--- src/rtl/snn_pkg.sv ---
// rtl/snn_pkg.sv - shared types, constants and parameter check for the SNN frame controller
package snn_pkg;

    typedef enum logic [2:0] {
        ST_LOAD  = 3'd0,
        ST_WRITE = 3'd1,
        ST_START = 3'd2,
        ST_CALC  = 3'd3,
        ST_TX    = 3'd4
    } frame_state_t;

    localparam logic [7:0] ASCII_ZERO = 8'h30;

    // True when the frame fits in the input RAM and the digit fits one ASCII decimal offset
    function automatic bit params_ok(input int num_inputs, input int addr_w, input int digit_w);
        longint ram_depth;
        ram_depth = longint'(1) << addr_w;
        return (num_inputs >= 1) && (longint'(num_inputs) <= ram_depth) &&
               (digit_w >= 1) && (digit_w <= 4);
    endfunction

endpackage

--- src/rtl/snn_frame_ctrl_bit_unpacker.sv ---
// rtl/snn_frame_ctrl_bit_unpacker.sv - byte shift register that emits bits LSB-first
module bit_unpacker #(
    parameter int DATA_W = 8
) (
    input  logic              clk,
    input  logic              rst_n,
    input  logic              i_load,
    input  logic              i_shift,
    input  logic [DATA_W-1:0] i_data,
    output logic              o_bit,
    output logic              o_last_bit
);

    localparam int CNT_W = (DATA_W > 1) ? $clog2(DATA_W) : 1;
    localparam logic [CNT_W-1:0] LAST_CNT = CNT_W'(DATA_W - 1);

    logic [DATA_W-1:0] r_shreg;
    logic [CNT_W-1:0]  r_bit_cnt;

    // Load a fresh byte and restart the count, or shift one bit out per cycle
    always_ff @(posedge clk or negedge rst_n) begin
        if (!rst_n) begin
            r_shreg   <= '0;
            r_bit_cnt <= '0;
        end else if (i_load) begin
            r_shreg   <= i_data;
            r_bit_cnt <= '0;
        end else if (i_shift) begin
            r_shreg   <= r_shreg >> 1;
            r_bit_cnt <= r_bit_cnt + CNT_W'(1);
        end
    end

    assign o_bit      = r_shreg[0];
    assign o_last_bit = (r_bit_cnt == LAST_CNT);

endmodule

--- src/rtl/snn_frame_ctrl.sv ---
// rtl/snn_frame_ctrl.sv - UART-to-SNN frame controller: unpack, start core, report ASCII result
module snn_frame_ctrl
    import snn_pkg::*;
#(
    parameter int NUM_INPUTS = 784,
    parameter int DATA_W     = 8,
    parameter int ADDR_W     = 10,
    parameter int DIGIT_W    = 4
) (
    input  logic               clk,
    input  logic               rst_n,
    input  logic               i_rx_rdy,
    input  logic [DATA_W-1:0]  i_rx_data,
    output logic [ADDR_W-1:0]  o_ram_addr,
    output logic               o_ram_wdata,
    output logic               o_ram_we,
    input  logic [ADDR_W-1:0]  i_core_addr,
    output logic               o_core_start,
    input  logic               i_core_done,
    input  logic [DIGIT_W-1:0] i_core_digit,
    output logic               o_tx_start,
    output logic [7:0]         o_tx_data,
    input  logic               i_tx_rdy,
    output logic [7:0]         o_led,
    output logic               o_busy,
    output logic               o_overrun
);

    if (!params_ok(NUM_INPUTS, ADDR_W, DIGIT_W)) begin : g_param_err
        $error("snn_frame_ctrl: NUM_INPUTS must be 1..2**ADDR_W and DIGIT_W 1..4");
    end

    localparam logic [ADDR_W-1:0] LAST_ADDR = ADDR_W'(NUM_INPUTS - 1);

    frame_state_t      r_state;
    frame_state_t      w_next;
    logic [ADDR_W-1:0] r_wr_addr;
    logic [7:0]        r_led;
    logic [7:0]        r_tx_data;
    logic              r_busy;
    logic              r_overrun;

    logic              w_load;
    logic              w_shift;
    logic              w_bit;
    logic              w_last_bit;
    logic              w_frame_end;
    logic              w_result_take;
    logic [7:0]        w_digit_ext;
    logic [7:0]        w_ascii;

    bit_unpacker #(
        .DATA_W (DATA_W)
    ) u_unpacker (
        .clk        (clk),
        .rst_n      (rst_n),
        .i_load     (w_load),
        .i_shift    (w_shift),
        .i_data     (i_rx_data),
        .o_bit      (w_bit),
        .o_last_bit (w_last_bit)
    );

    assign w_frame_end   = (r_wr_addr == LAST_ADDR);
    assign w_result_take = (r_state == ST_CALC) && i_core_done;
    assign w_digit_ext   = {{(8 - DIGIT_W){1'b0}}, i_core_digit};
    assign w_ascii       = ASCII_ZERO + w_digit_ext;

    // Next-state and Mealy outputs; the RAM port is muxed between writer and core
    always_comb begin
        w_next       = r_state;
        w_load       = 1'b0;
        w_shift      = 1'b0;
        o_ram_addr   = r_wr_addr;
        o_ram_wdata  = 1'b0;
        o_ram_we     = 1'b0;
        o_core_start = 1'b0;
        o_tx_start   = 1'b0;
        case (r_state)
            ST_LOAD: begin
                if (i_rx_rdy) begin
                    w_load = 1'b1;
                    w_next = ST_WRITE;
                end
            end
            ST_WRITE: begin
                o_ram_we    = 1'b1;
                o_ram_wdata = w_bit;
                w_shift     = 1'b1;
                // Frame end wins: leftover bits of a partial last byte are dropped
                if (w_frame_end) begin
                    w_next = ST_START;
                end else if (w_last_bit) begin
                    w_next = ST_LOAD;
                end
            end
            ST_START: begin
                o_core_start = 1'b1;
                w_next       = ST_CALC;
            end
            ST_CALC: begin
                o_ram_addr = i_core_addr;
                if (i_core_done) begin
                    w_next = ST_TX;
                end
            end
            ST_TX: begin
                if (i_tx_rdy) begin
                    o_tx_start = 1'b1;
                    w_next     = ST_LOAD;
                end
            end
            default: begin
                w_next = ST_LOAD;
            end
        endcase
    end

    // State register
    always_ff @(posedge clk or negedge rst_n) begin
        if (!rst_n) begin
            r_state <= ST_LOAD;
        end else begin
            r_state <= w_next;
        end
    end

    // Write address advances per written bit and rewinds when the core is started
    always_ff @(posedge clk or negedge rst_n) begin
        if (!rst_n) begin
            r_wr_addr <= '0;
        end else if (r_state == ST_START) begin
            r_wr_addr <= '0;
        end else if (r_state == ST_WRITE) begin
            r_wr_addr <= r_wr_addr + ADDR_W'(1);
        end
    end

    // Capture the ASCII result on the edge that enters TX
    always_ff @(posedge clk or negedge rst_n) begin
        if (!rst_n) begin
            r_led     <= '0;
            r_tx_data <= '0;
        end else if (w_result_take) begin
            r_led     <= w_ascii;
            r_tx_data <= w_ascii;
        end
    end

    // Busy tracks the state being entered; overrun latches any byte arriving outside LOAD
    always_ff @(posedge clk or negedge rst_n) begin
        if (!rst_n) begin
            r_busy    <= 1'b0;
            r_overrun <= 1'b0;
        end else begin
            r_busy <= (w_next != ST_LOAD);
            if (i_rx_rdy && (r_state != ST_LOAD)) begin
                r_overrun <= 1'b1;
            end
        end
    end

    assign o_tx_data = r_tx_data;
    assign o_led     = r_led;
    assign o_busy    = r_busy;
    assign o_overrun = r_overrun;

endmodule
--- config.mk ---
export PLATFORM = sky130hd
export DESIGN_NAME = snn_frame_ctrl
export DESIGN_NICKNAME = d
export VERILOG_FILES = /design/src/rtl/snn_pkg.sv /design/src/rtl/snn_frame_ctrl_bit_unpacker.sv /design/src/rtl/snn_frame_ctrl.sv
export SDC_FILE = /design/constraint.sdc
export NUM_CORES = 1
export LEC_CHECK = 0
export CAP_MARGIN = 20
export CORE_UTILIZATION = 40
export CTS_CLUSTER_SIZE = 8
export DETAILED_ROUTE_END_ITERATION = 16
export PLACE_DENSITY = 0.83
export SYNTH_ARGS = -nofsm -noshare
export SYNTH_HDL_FRONTEND = slang
export SYNTH_SLANG_ARGS = --single-unit
--- constraint.sdc ---
create_clock -name clk -period 1.72 [get_ports clk]
set_clock_uncertainty 0.15 [all_clocks]
set_input_delay 0.172 -clock clk [delete_from_list [all_inputs] [get_ports clk]]
set_output_delay 0.172 -clock clk [all_outputs]
set_load 0.005 [all_outputs]
Yosys cells after proc, flatten, opt, wreduce, memory -nomap -nowiden
Index checks and enable logic that the tools add are counted.
- output and inout bits: 32
- memories: 0
- input port bits: 27
- logic and storage cells: 43
- latch bits: 0
- bits in writable memories: 0
- bits in registers: 34
- memory bits (read-only): 0
- multiply operators: 0
- equal/unequal tests: 6
- multiplexer cells: 20
- order comparisons: 0
- $add $sub $neg: 3
- shift-type cells: 0
- bitwise operators: 0
- divide/modulo/power cells: 0
- reductions and logical operators: 7
- operators by type and width (operator ; count):
    $mux 10 ; 3
    $mux 3 ; 7
    $mux 8 ; 2
    $pmux 3 s5 ; 1
    $add 10x1->10 const B ; 1
    $eq 10x10->1 const B ; 1
    $add 6x4->7 const A ; 1
    $mux 1 ; 7
    $eq 3x2->1 const B ; 2
    $eq 3x3->1 const B ; 2
    $reduce_bool 3->1 ; 2
    $reduce_bool 2->1 ; 2
    $add 3x1->3 const B ; 1
    $eq 3x1->1 const B ; 1
    $logic_not 3->1 ; 1
    $logic_and 1x1->1 ; 2

Depth between registers and ports, before layout
- depth after elaboration: 5
- depth in mapped cells: 8
- gate-level depth less buffers: 5

Hierarchy
A second synthesis with hierarchy kept.
- cells, all modules: 158
- area total of the unflattened synthesis: 1689.1 um^2
- by module, submodules not included (module ; times used ; cells an instance ; seq. area each (um^2) ; area each (um^2)):
    snn_frame_ctrl ; 1 ; 112 ; 500.5 ; 1178.6
    bit_unpacker ; 1 ; 46 ; 275.3 ; 510.5

Least setup slack after synthesis
OpenSTA, ideal clock, no wires.
- path kind: register to register
- start: register r_state[0]
- end: register r_wr_addr[9]
- buffers on the path: 2
- data arrival time: 1630 ps
- cell stages (with the launch flop): 7
- clock period less this slack: 1857 ps
- slack: -137 ps
- cells stage by stage: dfrtp_1 buf_4 or3b_1 buf_6 or2_4 or3_1 a21oi_1
- word-level cells in the longest chain between the ends: 2
- RTL lines (what ; RTL line ; text):
    start, declared ; snn_frame_ctrl.sv:35 ; frame_state_t r_state;
    start signal, assigned ; snn_frame_ctrl.sv:124 ; r_state <= w_next;
    $eq 3x2->1 or $eq 3x1->1 (tied branches) ; snn_frame_ctrl.sv:132, snn_frame_ctrl.sv:134 ;
    $mux 10 or $reduce_bool 2->1 (tied branches) ; n/a ;
    end signal, assigned ; snn_frame_ctrl.sv:135 ; r_wr_addr <= r_wr_addr + ADDR_W'(1);
    end, declared ; snn_frame_ctrl.sv:37 ; logic [ADDR_W-1:0] r_wr_addr;
Several ways; a longest one is shown, not always the timed one.
A chain may end at the register's enable or synchronous reset.

Worst setup path in the final report
- start: register r_state[2]
- end: register r_wr_addr[9]
The elaborated chain is that of the path after synthesis.

==> summary.md <==
| Metric | Value |
|---|---|
| Vias | `1410` |
| Synth Cell Area | `0.00164 mm²` |
| Vias in the first global route | `1372` |
| Final slew viol count | `0` |
| Crit-path max FO | `3` |
| Pin count of the biggest net entering global routing | `32` |
| CTS H-tree lvls | `2` |
| Area after DPL | `0.00226 mm²` |
| Worst-Skew Late Latency | `0.29 ns` |
| Row cnt | `22` |
| Worst Hold Class | `in2async` |
| Critical path capture point type | `flip-flop` |
| Violations in the final reports | `negative setup slack` |
| Kind of critical path | `reg2reg` |
| Critical path cell sequence | `buf_6, or3b_4, buf_6, or2_4, or3_1, a21oi_2` |
| DRT iter0 DRCs | `68` |
| Synth Area in Adders | `2.29%` |
| Multiplexer share of the synthesized area | `13.3%` |
| Combinational family with the most area after synthesis | `simple AND/OR/NAND/NOR gates` |
| Die Area | `0.00436 mm²` |
| Cts bufs inserted | `5` |
| CTS max path bufs | `2` |
| Power, Total | `3.04 mW` |
| Post-Synth XOR/XNOR Area | `4.27%` |
| Routed Antenna Nets | `0` |
| Final Hold Violating Endpoints | `0` |
| Worst r2r path cells | `6` |
| Non-Filler Instances | `282` |
| Initial antenna violation count | `0` |
| Layout cells sized above 1 | `35.0%` |
| Cell mode on critical path | `buf_6` |
| Crit path largest cell delay | `0.44 ns` |
| Min cycle time layout | `1.99 ns` |
| Hpwl dp | `2430 µm` |
| Final WL | `4020 µm` |
| Synth Register Bits | `31` |
| First-pass GRT wire length | `6190 µm` |
| Reg2reg setup slack | `-0.27 ns` |
| ANT cells | `0` |
| Max frequency | `501 MHz` |
| Outcome | `complete, but fails checks` |
| Die width | `66.1 µm` |
| IO Count | `59` |
| Worst Path Arrival | `2.06 ns` |
| CTS root buf | `clkbuf_8` |
| Core ar. | `0.00380 mm²` |
| CTS clk-pin slew, worst paths | `0.06 ns` |
| Crit. path cell count | `6` |
| Async S/R FF share, synth | `100%` |
| DR DRC count | `0` |
| Synth Warn # | `0` |
| RR Startpoint | `r_state[2]` |
| Dpl ws | `-0.143 ns` |
| Initial DRT Pass Iterations | `4` |
| Post-synth EDFFs | `0` |
| Register area share after synthesis | `47.3%` |
| Post-route cell area | `0.00260 mm²` |
| Worst flop-to-flop path endpoint | `r_wr_addr[9]` |
| Max cap viols | `0` |
| CP top delay family | `simple AND/OR/NAND/NOR gates` |
| Leak | `1.19 nW` |
| Placed insts | `261` |
| Synth Instances | `160` |
| Layout Nets | `265` |
| Largest area contributor in the netlist | `dfrtp_1` |
| PD cells | `1170 mW/mm²` |
| Gr usage total | `20.0%` |
| CTS tree | `done` |
| Total clock sinks | `31` |
| Die Ht | `66.1 µm` |
| Post-route setup slack | `-0.275 ns` |
| Gpl congestion | `0.829` |
| Yosys top cell area share | `47.3%` |
| RSZ-0062 raised after global routing | `yes` |
| Final core occ | `68.4%` |
| Period utilization | `116%` |
| Peak supply drop | `0.655 mV` |
| Area growth from synthesis to layout | `58.2%` |
| Crit start category | `flip-flop` |
| Critical path buffer and inverter count | `2` |
| Compound-cell area share of the yosys netlist | `7.47%` |
| Setup violators final | `33` |
| Top post-synthesis cells by area | `dfrtp_1 47%, mux2_2 9.6%, buf_4 5.5%, nand2_1 4.3%, mux2i_1 3.7%` |
| Initial Util | `43.2%` |
| Port bufs | `54` |
| Crit path max-delay cell type | `dfrtp_1` |
| Remaining Overflow, GRT | `0` |
| Worst Path Required | `1.79 ns` |
| Netlist cell types | `36` |
| DR WL/cell | `14.3 µm` |
| Routed vias/inst | `5.00` |
| Synth Area in Simple Gates | `17.5%` |
| Primary FF master, synth | `dfrtp_1` |
| Syn_area_per_cell | `10.3 µm²` |
[where the power goes]
group,internal [mW],switching [mW]
logic,0.806,0.587
clock network,0.269,0.248
registers,0.936,0.191
total,2.01,1.03
[placed cells by master, fill, tap and decap left out, types with 6 or more instances in the layout]
cell type and instances:
buf_4 10, mux2i_1 6, mux2_2 12, buf_6 17, nand2_1 16, dfrtp_1 30, clkdlybuf4s50_1 40, nor2_1 10
buf_2 8, o21ai_0 8
[worst register-to-register path: cells and delay by family (launching register included)]
kind	cells	cell delay, ns
AOI/OAI and AO/OA	1	0.12
buffers and inverters	2	0.27
DFF	1	0.44
and+or+nand+nor	3	0.94
[through the flow]
step | TNS [ns] | hold slack [ns]
after global routing | -5.39 | 0.163
after global placement | -1.46 | 0.294
after detailed placement | -1.67 | 0.293
after floorplan | -0.0608 | -0.274
final | -3.77 | 0.129
after CTS | -2.33 | 0.136
[worst max path at each step]
stage               start  slack, ns       endpoint
2_1_floorplan  r_state[0]      -0.06   r_wr_addr[9]
3_3_place_gp   r_state[1]      -0.13  o_ram_addr[2]
3_5_place_dp   r_state[1]      -0.14  o_ram_addr[9]
4_1_cts        r_state[1]      -0.27  o_ram_addr[2]
5_1_grt        r_state[2]      -0.31   r_wr_addr[9]
6_report       r_state[2]      -0.27   r_wr_addr[9]
[sequential cells by signal, indices dropped and copies added, names as in the netlist]
name                  flops
o_busy                    1
r_wr_addr                10
o_overrun                 1
u_unpacker.r_shreg        8
u_unpacker.r_bit_cnt      3
o_tx_data                 5
r_state                   3
[routing by layer]
layer,vias up,wire [µm],track usage (%)
met5,-,0,0
met4,0,80,11.2
met3,8,239,5.17
met2,52,2060,34.3
met1,671,1640,22.2
li1,679,-,-
[repair_timing]
action	CTS	global route
pin swaps	6	13
cloned	2	0
resized for setup	72	31
setup buffers	11	5
endpoints found under the setup margin	17	36
hold buffers	0	0
[cell usage after synthesis (2+ instances only)]
cell type and count:
buf_4 12, and3_1 3, xor2_1 5, o21ai_0 12, nor3_1 2, and2_1 2, inv_1 3, nor2_1 13
or3_1 2, a22o_1 2, dfrtp_1 31, nand2_1 19, xnor2_1 3, nor2b_1 2, buf_2 2, nand3_1 5
mux2i_1 6, mux2_2 14, ha_1 3, a21oi_1 3
[logic make-up after synthesis]
logic type | count (synthesis)
AND/OR/NAND/NOR | 57
flip-flops | 31
AO/OA/AOI/OAI | 21
multiplexers | 20
buffers and inverters | 19
XOR/XNOR | 8
adder cells (fa/ha/maj) | 3
other | 1
[final cells by class]
class	count	area, µm²
Clock buffer	6	72.6
Fill cell	287	1200
Inverter	3	11.3
Multi-Input combinational cell	113	866
Sequential cell	31	777
Tap cell	48	60.1
Timing Repair Buffer	81	811
Note: power is estimated with default switching activity, not from simulation.
